--- config.mk ---
export PLATFORM = sky130hd
export DESIGN_NAME = seq_divider
export DESIGN_NICKNAME = d
export VERILOG_FILES = /design/src/rtl/robin_div_pkg.sv /design/src/rtl/div_step.sv /design/src/rtl/seq_divider.sv
export SDC_FILE = /design/constraint.sdc
export NUM_CORES = 1
export LEC_CHECK = 0
export BUFFER_PORTS_ARGS = -buffer_cell sky130_fd_sc_hd__buf_4
export CORE_AREA = 2 2 139 141
export DETAILED_ROUTE_END_ITERATION = 7
export DIE_AREA = 0 0 141 143
export PLACE_DENSITY_LB_ADDON = 0.15
export SLEW_MARGIN = 10
export SYNTH_ARGS = -nofsm -noshare
export SYNTH_HDL_FRONTEND = slang
export SYNTH_SLANG_ARGS = --single-unit
--- constraint.sdc ---
create_clock -name clk -period 4.1 [get_ports clk]
set_clock_uncertainty 0.15 [all_clocks]
set_input_delay 0.615 -clock clk [delete_from_list [all_inputs] [get_ports clk]]
set_output_delay 0.615 -clock clk [all_outputs]
set_load 0.05 [all_outputs]
--- src/rtl/robin_div_pkg.sv ---
// Shared types and constants for the seq_divider restoring divider.
// Build option SEQ_DIVIDER_EARLY_EXIT_EN (see seq_divider.sv) does not affect this package.
package robin_div_pkg;

    typedef enum logic [1:0] {
        IDLE  = 2'd0,
        BUSY  = 2'd1,
        FIXUP = 2'd2,
        DONE  = 2'd3
    } div_state_e;

    // Widest operand the all-ones constant covers; narrower instances slice it.
    localparam int DIV_MAX_W = 64;
    localparam logic [DIV_MAX_W-1:0] DIV_QUOT_ALL_ONES = {DIV_MAX_W{1'b1}};

    function automatic int div_cnt_w(input int w);
        return (w > 2) ? $clog2(w) : 1;
    endfunction

endpackage

--- src/rtl/div_step.sv ---
// One restoring-division step: shift in the next dividend bit, trial-subtract
// the divisor, keep the difference when it is non-negative.
module div_step #(
    parameter int width = 32
) (
    input  logic [width:0]   pr,
    input  logic [width-1:0] mb,
    input  logic             bit_in,
    output logic [width:0]   pr_next,
    output logic             q_bit
);

    logic [width+1:0] shifted_s;
    logic [width+1:0] diff_s;

    // pr < mb always holds, so the shifted value fits width+1 bits and the
    // sign of the width+2-bit difference is the restore decision.
    always_comb begin
        shifted_s = {pr, bit_in};
        diff_s    = shifted_s - {2'b00, mb};
        q_bit     = ~diff_s[width+1];
        if (q_bit) begin
            pr_next = diff_s[width:0];
        end else begin
            pr_next = shifted_s[width:0];
        end
    end

endmodule

--- src/rtl/seq_divider.sv ---
// Iterative restoring divider, one quotient bit per cycle, signed/unsigned.
// Define SEQ_DIVIDER_EARLY_EXIT_EN to bypass BUSY when the divisor is zero or exceeds the dividend.
module seq_divider
    import robin_div_pkg::*;
#(
    parameter int width = 32
) (
    input  logic             clk,
    input  logic             reset,
    input  logic [width-1:0] a,
    input  logic [width-1:0] b,
    input  logic             go,
    input  logic             divs,
    input  logic             remainder,
    output logic [width-1:0] c,
    output logic             is_zero,
    output logic             is_negative,
    output logic             available
);

    localparam int DIV_CNT_W = div_cnt_w(width);
    localparam logic [width-1:0] QUOT_ONES = DIV_QUOT_ALL_ONES[width-1:0];

    function automatic logic [width-1:0] twos_neg(input logic [width-1:0] x);
        return ~x + {{(width-1){1'b0}}, 1'b1};
    endfunction

    div_state_e           state_r, state_nxt_s;
    logic [width-1:0]     dvd_r, dvd_nxt_s;
    logic [width:0]       pr_r, pr_nxt_s;
    logic [width-1:0]     mb_r, mb_nxt_s;
    logic [DIV_CNT_W-1:0] cnt_r, cnt_nxt_s;
    logic                 sq_r, sq_nxt_s;
    logic                 sr_r, sr_nxt_s;
    logic                 rem_sel_r, rem_sel_nxt_s;
    logic                 dz_r, dz_nxt_s;
    logic                 done_r, done_nxt_s;
    logic [width-1:0]     c_r, c_nxt_s;
    logic                 is_zero_r, is_zero_nxt_s;
    logic                 is_neg_r, is_neg_nxt_s;

    logic [width-1:0]     ma_s, mb_s;
    logic [width:0]       step_pr_s;
    logic                 step_q_s;
    logic [width-1:0]     quot_s, rem_s, res_s;

    // dvd_r shifts the dividend out of its MSB while quotient bits enter its LSB.
    div_step #(.width(width)) u_step (
        .pr      (pr_r),
        .mb      (mb_r),
        .bit_in  (dvd_r[width-1]),
        .pr_next (step_pr_s),
        .q_bit   (step_q_s)
    );

    // Operand magnitudes and the sign-corrected results presented in FIXUP.
    always_comb begin
        ma_s = (divs & a[width-1]) ? twos_neg(a) : a;
        mb_s = (divs & b[width-1]) ? twos_neg(b) : b;
        if (dz_r) begin
            quot_s = QUOT_ONES;
        end else if (sq_r) begin
            quot_s = twos_neg(dvd_r);
        end else begin
            quot_s = dvd_r;
        end
        // Negating |a| restores a exactly, which covers the divide-by-zero remainder.
        if (sr_r) begin
            rem_s = twos_neg(pr_r[width-1:0]);
        end else begin
            rem_s = pr_r[width-1:0];
        end
        if (rem_sel_r) begin
            res_s = rem_s;
        end else begin
            res_s = quot_s;
        end
    end

    // Next-state and datapath update; a go pulse restarts from any state.
    always_comb begin
        state_nxt_s   = state_r;
        dvd_nxt_s     = dvd_r;
        pr_nxt_s      = pr_r;
        mb_nxt_s      = mb_r;
        cnt_nxt_s     = cnt_r;
        sq_nxt_s      = sq_r;
        sr_nxt_s      = sr_r;
        rem_sel_nxt_s = rem_sel_r;
        dz_nxt_s      = dz_r;
        done_nxt_s    = done_r;
        c_nxt_s       = c_r;
        is_zero_nxt_s = is_zero_r;
        is_neg_nxt_s  = is_neg_r;
        if (go) begin
            sq_nxt_s      = divs & (a[width-1] ^ b[width-1]);
            sr_nxt_s      = divs & a[width-1];
            rem_sel_nxt_s = remainder;
            dz_nxt_s      = (mb_s == {width{1'b0}});
            mb_nxt_s      = mb_s;
            cnt_nxt_s     = DIV_CNT_W'(width - 1);
            done_nxt_s    = 1'b0;
`ifdef SEQ_DIVIDER_EARLY_EXIT_EN
            if ((mb_s == {width{1'b0}}) || (mb_s > ma_s)) begin
                state_nxt_s = FIXUP;
                dvd_nxt_s   = {width{1'b0}};
                pr_nxt_s    = {1'b0, ma_s};
            end else begin
                state_nxt_s = BUSY;
                dvd_nxt_s   = ma_s;
                pr_nxt_s    = {(width+1){1'b0}};
            end
`else
            state_nxt_s = BUSY;
            dvd_nxt_s   = ma_s;
            pr_nxt_s    = {(width+1){1'b0}};
`endif
        end else begin
            case (state_r)
                IDLE: begin
                    state_nxt_s = IDLE;
                end
                BUSY: begin
                    dvd_nxt_s = {dvd_r[width-2:0], step_q_s};
                    pr_nxt_s  = step_pr_s;
                    if (cnt_r == {DIV_CNT_W{1'b0}}) begin
                        state_nxt_s = FIXUP;
                    end else begin
                        cnt_nxt_s = cnt_r - DIV_CNT_W'(1);
                    end
                end
                FIXUP: begin
                    c_nxt_s       = res_s;
                    is_zero_nxt_s = (res_s == {width{1'b0}});
                    is_neg_nxt_s  = res_s[width-1];
                    done_nxt_s    = 1'b1;
                    state_nxt_s   = DONE;
                end
                DONE: begin
                    state_nxt_s = DONE;
                end
                default: begin
                    state_nxt_s = IDLE;
                    done_nxt_s  = 1'b0;
                end
            endcase
        end
    end

    // State and datapath registers with synchronous active-low reset.
    always_ff @(posedge clk) begin
        if (!reset) begin
            state_r   <= IDLE;
            dvd_r     <= {width{1'b0}};
            pr_r      <= {(width+1){1'b0}};
            mb_r      <= {width{1'b0}};
            cnt_r     <= {DIV_CNT_W{1'b0}};
            sq_r      <= 1'b0;
            sr_r      <= 1'b0;
            rem_sel_r <= 1'b0;
            dz_r      <= 1'b0;
            done_r    <= 1'b0;
            c_r       <= {width{1'b0}};
            is_zero_r <= 1'b0;
            is_neg_r  <= 1'b0;
        end else begin
            state_r   <= state_nxt_s;
            dvd_r     <= dvd_nxt_s;
            pr_r      <= pr_nxt_s;
            mb_r      <= mb_nxt_s;
            cnt_r     <= cnt_nxt_s;
            sq_r      <= sq_nxt_s;
            sr_r      <= sr_nxt_s;
            rem_sel_r <= rem_sel_nxt_s;
            dz_r      <= dz_nxt_s;
            done_r    <= done_nxt_s;
            c_r       <= c_nxt_s;
            is_zero_r <= is_zero_nxt_s;
            is_neg_r  <= is_neg_nxt_s;
        end
    end

    assign c           = c_r;
    assign is_zero     = is_zero_r;
    assign is_negative = is_neg_r;
    // Masked by go so a stale result is never seen in the cycle a new one starts.
    assign available   = done_r & ~go;

endmodule
# Word level (Yosys, flattened, before mapping)
# Cells that the tools add are included.
dict set report classes {
  add_sub_neg 6
  n_mul 0
  div 0
  n_lt_le_gt_ge 0
  n_eq_ne 6
  shift 0
  n_mux 15
  n_bitwise 12
  n_reduce_logical 9
}
# cell count
set ops {}
lappend ops {{32-bit two-way mux} 8}
lappend ops {{32-bit by 1-bit adder with 32-bit output, second input constant} 4}
lappend ops {{32-bit NOT} 4}
lappend ops {{32-bit zero test} 2}
lappend ops {{34-bit by 32-bit subtractor with 34-bit output} 1}
lappend ops {{33-bit two-way mux} 1}
lappend ops {{5-bit two-way mux} 3}
lappend ops {{2-bit case mux with 3 select lines} 1}
lappend ops {{5-bit zero test} 1}
lappend ops {{5-bit by 1-bit subtractor with 5-bit output, second input constant} 1}
lappend ops {{1-bit bitwise AND} 4}
lappend ops {{2-bit == test, second input constant} 2}
lappend ops {{2-bit inequality test, second input constant} 2}
lappend ops {{2-bit AND reduction} 2}
lappend ops {{2-bit OR reduction} 2}
lappend ops {{3-bit inequality test, second input constant} 1}
lappend ops {{1-bit NOT} 3}
lappend ops {{2-bit by 1-bit == test with 1-bit output, second input constant} 1}
lappend ops {{2-bit zero test} 1}
lappend ops {{2-bit two-way mux} 1}
lappend ops {{2-bit nonzero test} 1}
lappend ops {{1-bit two-way mux} 1}
lappend ops {{1-bit bitwise XOR} 1}
dict set report word_totals {
  register_bits 143
  latch_bits 0
  ram_bits 0
  rom_bits 0
  in_bits 69
  out_inout_bits 35
  elab_cells 62
  mem_count 0
}

# Longest topological paths before layout
dict set report depth {
  word_depth 6
  depth_mapped 14
}

# Modules after synthesis
# Synthesis repeated with hierarchy kept, for this count alone.
dict set report unflattened {
  hier_cells 1579
  area_unflattened_um2 11225.8
}
# module instances cells_per_inst area_each_um2 seq_area_each_um2
set by_module_without_submodules {}
lappend by_module_without_submodules {seq_divider 1 1251 9054.9 2842.7}
lappend by_module_without_submodules {div_step 1 328 2170.8 0.0}

# Worst setup path after synthesis
# Ideal clock, no wire load.
dict set report synth_path {
  kind {input to register}
  from {input a[4]}
  to {register dvd_r[25]}
  t_arrival_ns 2.807
  path_slack_ns 1.016
  cell_stages 9
  cell_sequence {or4_1 > or4_1 > nor3_1 > nand3b_1 > nor3_1 > a21oi_1 > xor2_1 > a21oi_1 > nor2_1}
}
dict set report synth_via {
  elab_chain_len 4
}
# item line_no
set synth_rtl {}
lappend synth_rtl {{start, declared} seq_divider.sv:10} ;# input logic [width-1:0] a,
lappend synth_rtl {{32-bit NOT} seq_divider.sv:25} ;# return ~x + {{(width-1){1'b0}}, 1'b1};
lappend synth_rtl {{32-bit by 1-bit adder with 32-bit output} seq_divider.sv:25}
lappend synth_rtl {{32-bit two-way mux} seq_divider.sv:58} ;# ma_s = (divs & a[width-1]) ? twos_neg(a) : a;
lappend synth_rtl {{32-bit two-way mux} seq_divider.sv:95} ;# if (go) begin
lappend synth_rtl {{end signal, assigned} seq_divider.sv:154} ;# dvd_r <= {width{1'b0}};
lappend synth_rtl {{end signal, assigned} seq_divider.sv:168} ;# dvd_r <= dvd_nxt_s;
lappend synth_rtl {{end, declared} seq_divider.sv:29} ;# logic [width-1:0] dvd_r, dvd_nxt_s;
# Every way passes these cells.
# A chain may end at the register's enable or synchronous reset.

# Worst setup path in the final report
dict set report layout_path {
  from {register pr_r[9]}
  to {register pr_r[4]}
}
dict set report layout_via {
  elab_chain_len 2
}
# item line_no
set layout_rtl {}
lappend layout_rtl {{start, declared} seq_divider.sv:30} ;# logic [width:0] pr_r, pr_nxt_s;
lappend layout_rtl {{start signal, assigned} seq_divider.sv:155} ;# pr_r <= {(width+1){1'b0}};
lappend layout_rtl {{start signal, assigned} seq_divider.sv:169} ;# pr_r <= pr_nxt_s;
lappend layout_rtl {{34-bit by 32-bit subtractor with 34-bit output} div_step.sv:20} ;# diff_s = shifted_s - {2'b00, mb};
lappend layout_rtl {{33-bit two-way mux} div_step.sv:22} ;# if (q_bit) begin
# Every way passes these cells.

==> impl_metrics.tcl <==
set metrics [dict create \
    critPathKind "reg2reg" \
    n_antenna_cell 0 \
    ios 104 \
    hp-class "in2reg" \
    regArea_mm2 0.002843 \
    status "finished clean" \
    firstDrtPassIters 5 \
    seq_area_frac_synth_pct 25.55 \
    tns_ns 0 \
    wl_um 31790 \
    hpwlAfterDp_um 23720 \
    maxCapViolations 0 \
    pwr-share-clk_pct 36.3 \
    antenna_left 0 \
    p_comb_share_pct 28.3 \
    cts_tree "done" \
    fillCellCount 1629 \
    powerDensity_mw_per_mm2 348.3 \
    syn_nets 1641 \
    dp_cells 1793 \
    cts.sinks 142 \
    synth_area_per_cell_um2 7.261 \
    synth_warnings 0 \
    grt_max_degree 95 \
    switchingPower_w 0.001491 \
    relSlewSlack_pct 32.14 \
    initial_core_util_pct 59.87 \
    yosysTopAreaCellShare_pct 25.55 \
    finalCritPeriodShare_pct 86.22 \
    final.min_clock_period_ns 3.535 \
    clkTransAtPathRegs_ns 0.06 \
    fp.coreArea_mm2 0.01858 \
    final_common_cell "nand2_1" \
    synth_edf_count 0 \
    grt_usage_pct 31.42 \
    hold_viol 0 \
    via_count 11445 \
    multi_input_area_mm2 0.007631 \
    crit_required_ns 4.29 \
    grt-ovfl-total 0 \
    crit_fanout 33 \
    crit_path_end_kind "flop" \
    nets 1687 \
    routabilityCongestion 0.9777 \
    layout_common_cells "nand2_1 (193), a21oi_1 (179), nor2_1 (149)" \
    cts.htree.levels 4 \
    cts_made_buffers 17 \
    port-buffer-count 103 \
    ir_worst_vdd_mv 0.2921 \
    drt-wirelength-per-cell_um 17.42 \
    netlist_area_mm2 0.01112 \
    grt_pass1_vias 10015 \
    drv_slew 0 \
    cts_resized 0 \
    synthCells 1532 \
    crit_path_start_kind "flop" \
    synth_seq_cells 142 \
    p_sw_share_pct 34.04 \
    cellInternalPower_w 0.002889 \
    synth_area_leaders "dfxtp_1 (26%), a21oi_1 (8.1%), nand2_1 (6.5%)" \
    route.detailed.drc 0 \
    drive_gt1_share_pct 12.01 \
    p_seq_share_pct 35.3 \
    post_cts_buffers 0 \
    grt_first_pass_wirelength_um 50960 \
    synthArstFlopShare_pct 0 \
    via_per_inst 6.271 \
    setup_viol 0 \
    root_buffer "clkbuf_16" \
    area_delta_synth_final_pct 13.04 \
    critPathArrivalTime_ns 3.72 \
    fp.dieH_um 143 \
    synth_top_area_cell "dfxtp_1" \
    die_w_um 141 \
    stdcell_count 1825 \
    max_freq_mhz 282.9 \
    tightest_slew_ns 1.018 \
    placementRows 50 \
    rsz0062_at_grt "false" \
    clk_path_buf_depth 2 \
    ys_types 78 \
    die_area_mm2 0.02016 \
    utilization_pct 67.68 \
    antenna_found_initial 0 \
    clock_latency_ns 0.44 \
    power.leakage_nw 4.936 \
    synthFlopType "dfxtp_1" \
    holdBufCountCts 0 \
    drt_iter0_drc 1151 \
]
-- registers in the layout, summed over array words and instances, names as in the netlist --
signal,cells
sr_r,1
dz_r,1
pr_r,33
dvd_r,32
is_zero,1
cnt_r,5
done_r,1
rem_sel_r,1
mb_r,32
c,32
sq_r,1
state_r,2
-- cell type report --
type,instances,share of cell area (%)
Multi-Input combinational cell,1225,60.69
Clock buffer,19,3.602
Tap cell,234,2.328
Timing Repair Buffer,128,7.642
Sequential cell,142,22.61
Clock inverter,13,1.224
Inverter,64,1.910
-- worst max-delay path, stage by stage, from the launching register on --
cell and delay, ns:
dfxtp_1 0.55, ha_1 0.38, nand4_1 0.16, o21ai_0 0.14
a2111oi_0 0.44, buf_4 0.21, a21oi_1 0.07, or2_2 0.33
o211a_1 0.27, buf_4 0.28, mux2i_1 0.16, a211oi_1 0.28
-- final timing paths --
kind	start	to	slack [ns]	depth (start not counted)
max	pr_r[9]$_SDFFE_PP0P_	pr_r[4]$_SDFFE_PP0P_	0.56	11
min	remainder	rem_sel_r$_SDFFE_PN0P_	0.27	3
max reg2reg	pr_r[9]$_SDFFE_PP0P_	pr_r[4]$_SDFFE_PP0P_	0.56	11
min reg2reg	c[28]$_SDFFE_PN0P_	c[28]$_SDFFE_PN0P_	0.30	2
-- power by group through the flow --
stage	Combinational (W)	Sequential (W)	Clock [W]
2_1_floorplan	0.000929	0.00153	0
3_5_place_dp	0.00121	0.00157	0
3_3_place_gp	0.00120	0.00157	0
4_1_cts	0.00122	0.00154	0.00161
6_report	0.00124	0.00155	0.00159
5_1_grt	0.00137	0.00156	0.00167
-- metal layers --
layer | global-route usage, % | routed length [um] | up-vias
met5 | 0 | 0 | -
met4 | 10.05 | 747 | 0
met3 | 6.204 | 2530 | 57
met2 | 47.60 | 13830 | 475
met1 | 44.98 | 14680 | 5336
li1 | - | - | 5577
-- synthesized netlist by cell type, types with 17 or more instances --
cell      instances
a211oi_1         43
a21oi_1         179
clkbuf_1         82
dfxtp_1         142
ha_1             39
inv_1            64
mux2i_1          36
nand2_1         193
nand3_1          26
nor2_1          150
nor3_1           37
nor4_1           17
o21ai_0          80
o31ai_1          18
or3_1            27
xnor2_1          63
xor2_1           68
-- cells by family (layout without fill, tap and decap cells) --
family	Yosys count	after routing	share of synthesized area (%)
fa+ha+maj	40	40	4.566
simple gates	559	559	24.19
flops	142	142	25.55
compound gates	456	456	25.91
xor+xnor	131	131	10.31
buf+inv	165	224	5.916
mux	39	39	3.543
-- per-stage QoR --
| stage | hold WS [ns] | total power (W) | setup slack (ns) | area, um^2 |
|---|---|---|---|---|
| 2_1_floorplan | 0.2790 | 0.002463 | 1.016 | 11120 |
| 4_1_cts | 0.2618 | 0.004369 | 0.5710 | 12570 |
| 3_3_place_gp | 0.2921 | 0.002766 | 0.5461 | 11970 |
| 3_5_place_dp | 0.2956 | 0.002783 | 0.4544 | 11970 |
| 5_1_grt | 0.2872 | 0.004594 | 0.2279 | 12570 |
| 6_report | 0.2732 | 0.004379 | 0.5650 | 12570 |
(Power assumes the default switching activity.)
